--- src/rtl/calc_seq_ctrl_if.sv ---
`default_nettype none
// ============================================================================
// Module   : calc_seq_ctrl_if
// Brief    : Operand/opcode bus and start/done handshake between the
//            sequencing controller and the ALU/display datapath.
// Revision : 1.0
// ============================================================================
interface calc_seq_ctrl_if #(
    parameter int WIDTH = 6
);
    logic [WIDTH-1:0] a_out;
    logic [WIDTH-1:0] b_out;
    logic [2:0]       func_out;
    logic             alu_start;
    logic             alu_done;
    logic             alu_ovf;

    modport master (
        output a_out,
        output b_out,
        output func_out,
        output alu_start,
        input  alu_done,
        input  alu_ovf
    );

    modport slave (
        input  a_out,
        input  b_out,
        input  func_out,
        input  alu_start,
        output alu_done,
        output alu_ovf
    );
endinterface
`default_nettype wire

--- src/rtl/calc_seq_ctrl.sv ---
`default_nettype none
// ============================================================================
// Module   : calc_seq_ctrl
// Brief    : Key-driven operand/op entry, ALU launch with timeout guard,
//            overflow flagging and auto-alternating display-page select.
// Revision : 1.0
// ============================================================================
module calc_seq_ctrl #(
    parameter int WIDTH   = 6,
    parameter int TIMEOUT = 1024,
    parameter int DWELL   = 50000000
) (
    input  wire logic             clk,
    input  wire logic             rst_n,
    input  wire logic             key_next,
    input  wire logic             key_clr,
    input  wire logic [WIDTH-1:0] sw_val,
    input  wire logic [1:0]       sw_func,
    calc_seq_ctrl_if.master       alu,
    output logic                  busy,
    output logic                  err,
    output logic [2:0]            state_out
);

    typedef enum logic [2:0] {
        S_IDLE  = 3'd0,
        S_GOT_A = 3'd1,
        S_GOT_B = 3'd2,
        S_EXEC  = 3'd3,
        S_SHOW  = 3'd4,
        S_ERR   = 3'd5
    } state_t;

    // One counter serves both the EXEC timeout and the SHOW dwell timer.
    localparam int c_CNT_MAX = (TIMEOUT > DWELL) ? TIMEOUT : DWELL;
    localparam int c_CNT_W   = (c_CNT_MAX > 2) ? $clog2(c_CNT_MAX) : 1;
    localparam logic [c_CNT_W-1:0] c_TO_LAST    = c_CNT_W'(TIMEOUT - 1);
    localparam logic [c_CNT_W-1:0] c_DWELL_LAST = c_CNT_W'(DWELL - 1);
    localparam logic [c_CNT_W-1:0] c_CNT_ONE    = c_CNT_W'(1);

    state_t             r_state;
    state_t             w_state_nxt;
    logic               w_load_a;
    logic               w_load_b;
    logic               w_load_op;
    logic [WIDTH-1:0]   r_a;
    logic [WIDTH-1:0]   r_b;
    logic [1:0]         r_op;
    logic               r_show_ab;
    logic               r_start;
    logic               r_busy;
    logic               r_err;
    logic [c_CNT_W-1:0] r_cnt;

    always_ff @(posedge clk or negedge rst_n) begin
        if (!rst_n) begin
            r_state <= S_IDLE;
        end else begin
            r_state <= w_state_nxt;
        end
    end

    always_comb begin
        w_state_nxt = r_state;
        w_load_a    = 1'b0;
        w_load_b    = 1'b0;
        w_load_op   = 1'b0;
        case (r_state)
            S_IDLE: begin
                if (key_next) begin
                    w_state_nxt = S_GOT_A;
                    w_load_a    = 1'b1;
                end
            end
            S_GOT_A: begin
                if (key_next) begin
                    w_state_nxt = S_GOT_B;
                    w_load_b    = 1'b1;
                end
            end
            S_GOT_B: begin
                if (key_next) begin
                    w_state_nxt = S_EXEC;
                    w_load_op   = 1'b1;
                end
            end
            S_EXEC: begin
                // A done arriving on the timeout cycle still completes normally.
                if (alu.alu_done) begin
                    w_state_nxt = S_SHOW;
                end else if (r_cnt == c_TO_LAST) begin
                    w_state_nxt = S_ERR;
                end
            end
            S_SHOW, S_ERR: begin
                if (key_next) begin
                    w_state_nxt = S_GOT_A;
                    w_load_a    = 1'b1;
                end
            end
            default: begin
                w_state_nxt = S_IDLE;
            end
        endcase
        if (key_clr) begin
            w_state_nxt = S_IDLE;
            w_load_a    = 1'b0;
            w_load_b    = 1'b0;
            w_load_op   = 1'b0;
        end
    end

    always_ff @(posedge clk or negedge rst_n) begin
        if (!rst_n) begin
            r_a       <= '0;
            r_b       <= '0;
            r_op      <= 2'b00;
            r_show_ab <= 1'b1;
            r_start   <= 1'b0;
            r_busy    <= 1'b0;
            r_err     <= 1'b0;
            r_cnt     <= '0;
        end else begin
            if (w_load_a) begin
                r_a <= sw_val;
            end
            if (w_load_b) begin
                r_b <= sw_val;
            end
            if (w_load_op) begin
                r_op <= sw_func;
            end

            r_start <= (r_state == S_GOT_B) && (w_state_nxt == S_EXEC);
            r_busy  <= (w_state_nxt == S_EXEC);

            if ((r_state == S_EXEC) && (w_state_nxt == S_SHOW)) begin
                r_err <= alu.alu_ovf;
            end else if (w_state_nxt == S_ERR) begin
                r_err <= 1'b1;
            end else if ((w_state_nxt == S_IDLE) || (w_state_nxt == S_GOT_A)) begin
                r_err <= 1'b0;
            end

            if (w_state_nxt != r_state) begin
                r_cnt <= '0;
            end else if (r_state == S_EXEC) begin
                r_cnt <= r_cnt + c_CNT_ONE;
            end else if (r_state == S_SHOW) begin
                r_cnt <= (r_cnt == c_DWELL_LAST) ? '0 : r_cnt + c_CNT_ONE;
            end else begin
                r_cnt <= '0;
            end

            // Result page first on SHOW entry, then alternate every DWELL cycles.
            if (w_state_nxt != S_SHOW) begin
                r_show_ab <= 1'b1;
            end else if (r_state != S_SHOW) begin
                r_show_ab <= 1'b0;
            end else if (r_cnt == c_DWELL_LAST) begin
                r_show_ab <= ~r_show_ab;
            end
        end
    end

    assign alu.a_out     = r_a;
    assign alu.b_out     = r_b;
    assign alu.func_out  = {r_show_ab, r_op};
    assign alu.alu_start = r_start;
    assign busy          = r_busy;
    assign err           = r_err;
    assign state_out     = r_state;

endmodule
`default_nettype wire

--- src/flat_wrapper.sv ---
// flat-port wrapper written by rule: the top's interface ports become plain ports
module calc_seq_ctrl_flat 
#(
    parameter int WIDTH   = 6,
    parameter int TIMEOUT = 1024,
    parameter int DWELL   = 50000000
)
  (clk, rst_n, key_next, key_clr, sw_val, sw_func, busy, err, state_out, alu_a_out, alu_b_out, alu_func_out, alu_alu_start, alu_alu_done, alu_alu_ovf);
  calc_seq_ctrl_if #(.WIDTH(WIDTH)) alu_i ();
  input  wire logic clk;
  input  wire logic rst_n;
  input  wire logic key_next;
  input  wire logic key_clr;
  input  wire logic [WIDTH-1:0] sw_val;
  input  wire logic [1:0] sw_func;
  output logic busy;
  output logic err;
  output logic [2:0] state_out;
  output wire logic [$bits(alu_i.a_out)-1:0] alu_a_out;
  output wire logic [$bits(alu_i.b_out)-1:0] alu_b_out;
  output wire logic [$bits(alu_i.func_out)-1:0] alu_func_out;
  output wire logic [$bits(alu_i.alu_start)-1:0] alu_alu_start;
  input wire logic [$bits(alu_i.alu_done)-1:0] alu_alu_done;
  input wire logic [$bits(alu_i.alu_ovf)-1:0] alu_alu_ovf;
  assign alu_a_out = alu_i.a_out;
  assign alu_b_out = alu_i.b_out;
  assign alu_func_out = alu_i.func_out;
  assign alu_alu_start = alu_i.alu_start;
  assign alu_i.alu_done = alu_alu_done;
  assign alu_i.alu_ovf = alu_alu_ovf;
  calc_seq_ctrl #(.WIDTH(WIDTH), .TIMEOUT(TIMEOUT), .DWELL(DWELL)) u_core (.clk(clk), .rst_n(rst_n), .key_next(key_next), .key_clr(key_clr), .sw_val(sw_val), .sw_func(sw_func), .alu(alu_i), .busy(busy), .err(err), .state_out(state_out));
endmodule
--- config.mk ---
export PLATFORM = sky130hd
export DESIGN_NAME = calc_seq_ctrl_flat
export DESIGN_NICKNAME = d
export VERILOG_FILES = /design/src/rtl/calc_seq_ctrl_if.sv /design/src/rtl/calc_seq_ctrl.sv /design/src/flat_wrapper.sv
export SDC_FILE = /design/constraint.sdc
export NUM_CORES = 1
export LEC_CHECK = 0
export ABC_CLOCK_PERIOD_IN_PS = 1990
export BUFFER_PORTS_ARGS = -buffer_cell sky130_fd_sc_hd__buf_2
export CELL_PAD_IN_SITES_DETAIL_PLACEMENT = 1
export CELL_PAD_IN_SITES_GLOBAL_PLACEMENT = 1
export CORE_AREA = 2 2 80 82
export DETAILED_ROUTE_END_ITERATION = 6
export DIE_AREA = 0 0 82 84
export GPL_TIMING_DRIVEN = 0
export PLACE_DENSITY_LB_ADDON = 0.1
export RECOVER_POWER = 50
export SLEW_MARGIN = 20
export SYNTH_ARGS = -nofsm -noshare
export SYNTH_HDL_FRONTEND = slang
export SYNTH_SLANG_ARGS = --single-unit
--- constraint.sdc ---
create_clock -name clk -period 1.99 [get_ports clk]
set_clock_uncertainty 0.05 [all_clocks]
set_input_delay 0.199 -clock clk [delete_from_list [all_inputs] [get_ports clk]]
set_output_delay 0.199 -clock clk [all_outputs]
set_load 0.05 [all_outputs]
Word level (Yosys, flattened, before mapping)
Index checks and enable logic that the tools add are counted.
{"block": "totals", "reg_bits": 47, "inputBits": 14, "elab_cells": 57}
{"block": "op_classes", "addsub": 1, "n_eq_ne": 14, "n_mux": 24, "bitwise_logic": 1, "reduce_logical": 8}
{"cell": "26-bit two-way mux", "n": 4}
{"cell": "26-bit by 1-bit adder with 26-bit output (second input constant)", "n": 1}
{"cell": "26-bit by 10-bit == test with 1-bit output (second input constant)", "n": 1}
{"cell": "26-bit == test (second input constant)", "n": 1}
{"cell": "3-bit two-way mux", "n": 6}
{"cell": "1-bit two-way mux", "n": 13}
{"cell": "3-bit == test (second input constant)", "n": 4}
{"cell": "3-bit one-hot mux with 4 select lines", "n": 1}
{"cell": "3-bit by 2-bit == test with 1-bit output (second input constant)", "n": 3}
{"cell": "3-bit by 1-bit == test with 1-bit output (second input constant)", "n": 2}
{"cell": "3-bit zero test", "n": 2}
{"cell": "3-bit inequality test (second input constant)", "n": 2}
{"cell": "3-bit nonzero test", "n": 2}
{"cell": "3-bit inequality test", "n": 1}
{"cell": "3-bit OR reduction", "n": 1}
{"cell": "1-bit logical AND", "n": 2}
{"cell": "1-bit logical OR", "n": 1}
{"cell": "1-bit inverter", "n": 1}

Logic depth before layout (Yosys ltp)
{"block": "logic_depth", "depth_word": 10, "mapped_depth": 7}

Least setup slack after synthesis
Ideal clock, no wire load.
{"block": "synth_timing", "path_kind": "register -> register", "from": "register u_core.r_state[0] (netlist: u_core.state_out[0])", "to": "register u_core.r_op[0]", "setup_time_ns": 0.128, "arrival_ns": 2.207, "t_required_ns": 1.812, "slack_ns": -0.394, "path_stages_with_launch": 7, "n_path_buf": 1, "period_less_slack_ns": 2.384, "cell_sequence": "dfrtp_1 buf_6 nor2b_1 a221o_1 a211o_1 or3_1 mux2_1"}
{"block": "synth_between", "elab_chain_cells": 3}
{"item": "from (decl)", "line_no": "calc_seq_ctrl.sv:41", "text": "state_t r_state;"}
{"item": "from (signal assigned)", "line_no": "calc_seq_ctrl.sv:59", "text": "r_state <= w_state_nxt;"}
{"item": "3-bit by 2-bit == test with 1-bit output", "line_no": "calc_seq_ctrl.sv:68", "text": "case (r_state)"}
{"item": "1-bit two-way mux", "line_no": "calc_seq_ctrl.sv:68"}
{"item": "1-bit two-way mux", "line_no": "calc_seq_ctrl.sv:105", "text": "if (key_clr) begin"}
{"item": "to (signal assigned)", "line_no": "calc_seq_ctrl.sv:131", "text": "r_op <= sw_func;"}
{"item": "to (decl)", "line_no": "calc_seq_ctrl.sv:48", "text": "logic [1:0] r_op;"}
Every way passes these cells.
A chain may end at the register's enable or synchronous reset.

Worst setup path in the final report
{"block": "layout_timing", "from": "register u_core.r_state[0] (netlist: u_core.state_out[0])", "to": "register u_core.r_cnt[8]"}
{"block": "layout_between", "elab_chain_cells": 6, "elab_cells_between_ends": 18, "classes_between": "eq/ne: 6; mux: 10; reduce/logical: 2"}
{"item": "3-bit == test, or another cell as far along", "line_no": "calc_seq_ctrl.sv:68"}
{"item": "3-bit OR reduction (no source line) or 3-bit two-way mux (tied branches)"}
{"item": "3-bit one-hot mux with 4 select lines", "line_no": "calc_seq_ctrl.sv:68"}
{"item": "3-bit two-way mux", "line_no": "calc_seq_ctrl.sv:105"}
{"item": "3-bit inequality test", "line_no": "calc_seq_ctrl.sv:145", "text": "if (w_state_nxt != r_state) begin"}
{"item": "26-bit two-way mux (*)", "line_no": "calc_seq_ctrl.sv:145"}
{"item": "to (signal assigned)", "line_no": "calc_seq_ctrl.sv:148", "text": "r_cnt <= r_cnt + c_CNT_ONE;"}
{"item": "to (signal assigned)", "line_no": "calc_seq_ctrl.sv:150", "text": "r_cnt <= (r_cnt == c_DWELL_LAST) ? '0 : r_cnt + c_CNT_ONE;"}
{"item": "to (decl)", "line_no": "calc_seq_ctrl.sv:53", "text": "logic [c_CNT_W-1:0] r_cnt;"}
Mark *: on every way between the ends. The rest lies on a longest branch, timed or not.

==> results.md <==
* Drt drc at 0
* FMAX at 0.466 GHz
* GP Congestion at 0.759
* Total of max-cap violations at 0
* Synth Area per Inst at 10.6 µm²
* Row count at 29
* HPWL after detailed placement at 3940 µm
* Multi-input gate area at 1310 µm²
* Synth Area in Simple Gates at 23.3%
* Top post-synthesis cells by area: dfrtp_1 49%, nor3_1 7.0%, mux2_2 5.7%
* Critical path arrival at 2.29 ns
* Drt wl/cell at 17.8 µm
* Worst Setup SP: u_core.state_out[0]
* RSZ-0062 raised after global routing: true
* GRT busiest layer: met2
* Hold Fails Final Rpt at 0
* Adder-Cell Fraction of Synth Area at 0.532%
* Grt met1 use at 24.8%
* Slew margin rel. at 19.4%
* Longest Clk Path Bufs at 2
* N_diodes at 0
* Req. time, crit path at 2.13 ns
* GR Util met2 at 34.3%
* Post-synthesis register bit count at 47
* ANT nets after route at 0
* GR Overflow Total at 0
* TritonCTS Sinks at 47
* Syn Std Cell Area at 2350 µm²
* Multiplexer share of the synthesized area at 6.71%
* Storage cell area at 1180 µm²
* Area fraction in compound gates after synthesis at 6.33%
* # fillers at 693
* Ys Warns at 0
* Via density at 5.29
* Iter 0 DRT Violations at 51
* RR Endpoint: u_core.r_cnt[8]
* Worst r2r path cells at 8
* Commonest cells post-synth: 46 x dfrtp_1, 33 x nor3_1, 13 x xnor2_1, 12 x mux2_2
* Combinational Power Share at 27.8%
* TritonCTS clock tree: yes
* CP Launch Type: flip-flop
* Distinct cells, synth at 46
* Die Y at 84 µm
* Nets at 306
* IO Count at 35
* Post-synthesis xor/xnor area fraction at 8.94%
* Fin Setup TNS at -2.37 ns
* Global-route wire length before repair at 10,400 µm
* Final min period at 2.14 ns
* CP peak stage delay at 0.45 ns
* Met3 Usage GRT at 4.22%
* Hold/Removal Path Class: in -> reg
* Die ar. at 6890 µm²
* Leakage Power at 1.38 nW
* Reg-to-reg startpoint: u_core.state_out[0]
* Seq/Total Area, Yosys at 50.1%
* TritonRoute pass-1 iters at 4
* Non-Filler Instances at 369
* # port buffers at 34
* Slew @ Worst Pin at 1.21 ns
* H-tree depth at 2
* Crit path cell chain: a21o_1 -> a221o_1 -> a211o_1 -> buf_6 -> a31oi_4 -> buf_6 -> buf_6 -> nor3_1
* Power share of the clock group at 31.3%
* Initial antenna violation count at 0
* Num CTS Buffers at 5
* Clock Tree Root: clkbuf_8
* Dpl cells at 332
* Final wirelength at 6560 µm
* Top FF cell, synth: dfrtp_1
* Critical Path End: u_core.r_cnt[8]
* Sw Ratio at 34.0%
* Number of flops mapped to enable cells by yosys at 0
* Tot GR Track Use at 20.1%
* Latest clock arrival within the worst-skew pair at 0.31 ns
* R2r setup slk at -0.15 ns
* Layout Area Growth over Synthesis at 39.1%
* WS Path Type: reg -> reg
* Core footprint at 6100 µm²
* Top cell type's share of synthesized area at 49.0%
* Post-synth ARST share at 100%
* Syn nets at 236
* Via count at 1,951
* Reg power frac at 40.9%
* CP most frequent cell: buf_6
* P_int at 0.00178 W
* Pwr Density at 825 nW/µm²
* CP max-delay cell: dfrtp_2
* Failing checks: negative setup slack
* Fin crit share at 108%
* Slew Viols, Final at 0
* Vias in the first global route at 2,022
* Most used standard cell by instance count after synthesis: dfrtp_1
* Share of layout cells above drive strength 1 at 46.9%
* Maximum vdd drop at 0.540 mV
* Min-delay src: sw_func[0]
* NetSw at 0.000917 W
* Status: complete, but fails checks
* Die X at 82 µm
* Critical path endpoint category: flip-flop
* Largest fanout on the critical path at 6
* # setup viols final at 28
* Post-Syn Instances at 221
* Largest net degree at the start of global routing at 48
* Leading area contributor after synthesis: dfrtp_1
* Clk slew on worst S/H paths at 0.09 ns
* Final worst slack at -0.154 ns
* Initial core utilization at 38.6%
* Main combinational cell family by area after synthesis: simple AND/OR/NAND/NOR gates
-- through the flow --
step / worst slack (ns) / area (µm²) / total power (W) / hold WS [ns] / utilization, %
detailed placement: -0.457 / 2670 / 0.00182 / 0.375 / 43.7
floorplan: -0.252 / 2390 / 0.00163 / -0.147 / -
finish: -0.154 / 3270 / 0.00270 / 0.0711 / 53.6
CTS: -0.130 / 3090 / 0.00271 / 0.0636 / 50.7
global route: -0.210 / 3270 / 0.00282 / 0.0716 / 53.6
global placement: -0.639 / 2660 / 0.00180 / 0.365 / 43.6
-- worst max-delay path, delay by kind of cell (launching register included) --
family,cells,cell delay (ns)
compound gates,4,1.07
buf+inv,3,0.40
flops,1,0.45
simple gates,1,0.06
-- registers in the layout, indices dropped and copies added (netlist names) --
name,flops
u_core.alu.a_out,6
u_core.alu.alu_start,1
u_core.alu.b_out,6
u_core.busy,1
u_core.err,1
u_core.r_cnt,26
u_core.r_op,2
u_core.r_show_ab,1
u_core.state_out,3
-- kinds of logic (layout without fill, tap and decap cells) --
kind of cell / Yosys count / count (layout)
XOR/XNOR: 24 / 24
AND/OR/NAND/NOR: 100 / 100
AO/OA/AOI/OAI: 17 / 17
buffers and inverters: 18 / 89
multiplexers: 14 / 14
adder cells (fa/ha/maj): 1 / 1
flip-flops: 47 / 47
-- area by class of cell --
cell class	count	share of cell area, %
multi-input combinational	156	40.2
sequential	47	36.2
timing repair buffer	66	13.7
tap	77	2.95
clock buffer	5	2.10
buffer	9	2.10
clock inverter	3	2.07
inverter	6	0.689
-- layer usage --
metal	share of wire [%]	vias up	routed length (µm)
li1	-	932	-
met5	0	-	0
met2	52	35	3430
met4	1.5	0	99
met3	3.4	10	224
met1	43	974	2800
-- worst min path at each step --
stage / endpoint / slack, ns / cells past startpoint
after global placement: u_core.r_op[0] / 0.37 / 2
final: u_core.r_op[0] / 0.07 / 2
after CTS: u_core.r_op[0] / 0.06 / 2
after floorplan: u_core.alu.a_out[0] / -0.15 / 0
after global routing: u_core.alu.b_out[0] / 0.07 / 2
after detailed placement: u_core.r_op[0] / 0.38 / 2
-- power groups by stage --
stage	combinational [W]	sequential [W]	clock [W]
6_report	0.000750	0.00110	0.000843
5_1_grt	0.000792	0.00112	0.000907
4_1_cts	0.000732	0.00111	0.000874
3_5_place_dp	0.000699	0.00112	0
3_3_place_gp	0.000690	0.00111	0
2_1_floorplan	0.000158	0.00148	0
-- layout by cell type (no fill, tap or decap), types with 2 or more instances in the layout --
cell type / synthesis / final
or3_4: 0 / 2
nor3_4: 0 / 2
xor2_1: 11 / 11
and2_1: 4 / 4
a21o_1: 2 / 2
nor3_2: 0 / 12
nor3_1: 33 / 19
buf_6: 3 / 13
dfrtp_2: 0 / 6
nand4_1: 6 / 6
mux2_4: 0 / 2
nor2_4: 0 / 2
or4_4: 0 / 2
xnor2_1: 13 / 13
clkbuf_2: 0 / 2
nand2b_1: 3 / 3
a21oi_1: 2 / 2
clkbuf_8: 0 / 5
dfrtp_1: 46 / 40
mux2_2: 12 / 12
nor4_4: 0 / 2
nor4_1: 4 / 2
nand3_1: 11 / 9
bufinv_16: 0 / 2
nand3_4: 0 / 2
buf_2: 3 / 33
buf_4: 1 / 23
a31oi_4: 0 / 2
nand2_1: 11 / 11
nor2_1: 8 / 7
clkbuf_1: 5 / 3
inv_1: 6 / 6
and3_1: 5 / 4
-- timing repair --
| item | CTS | global route |
|---|---|---|
| endpoints found under the setup margin | 30 | 35 |
| buffers inserted | 20 | 9 |
| endpoints found under the hold margin | 0 | 46 |
| gates cloned | 3 | 1 |
| pin swaps | 11 | 13 |
| resized for setup | 28 | 32 |
| hold buffers | 0 | 1 |
Note: power is estimated with default switching activity, not from simulation.
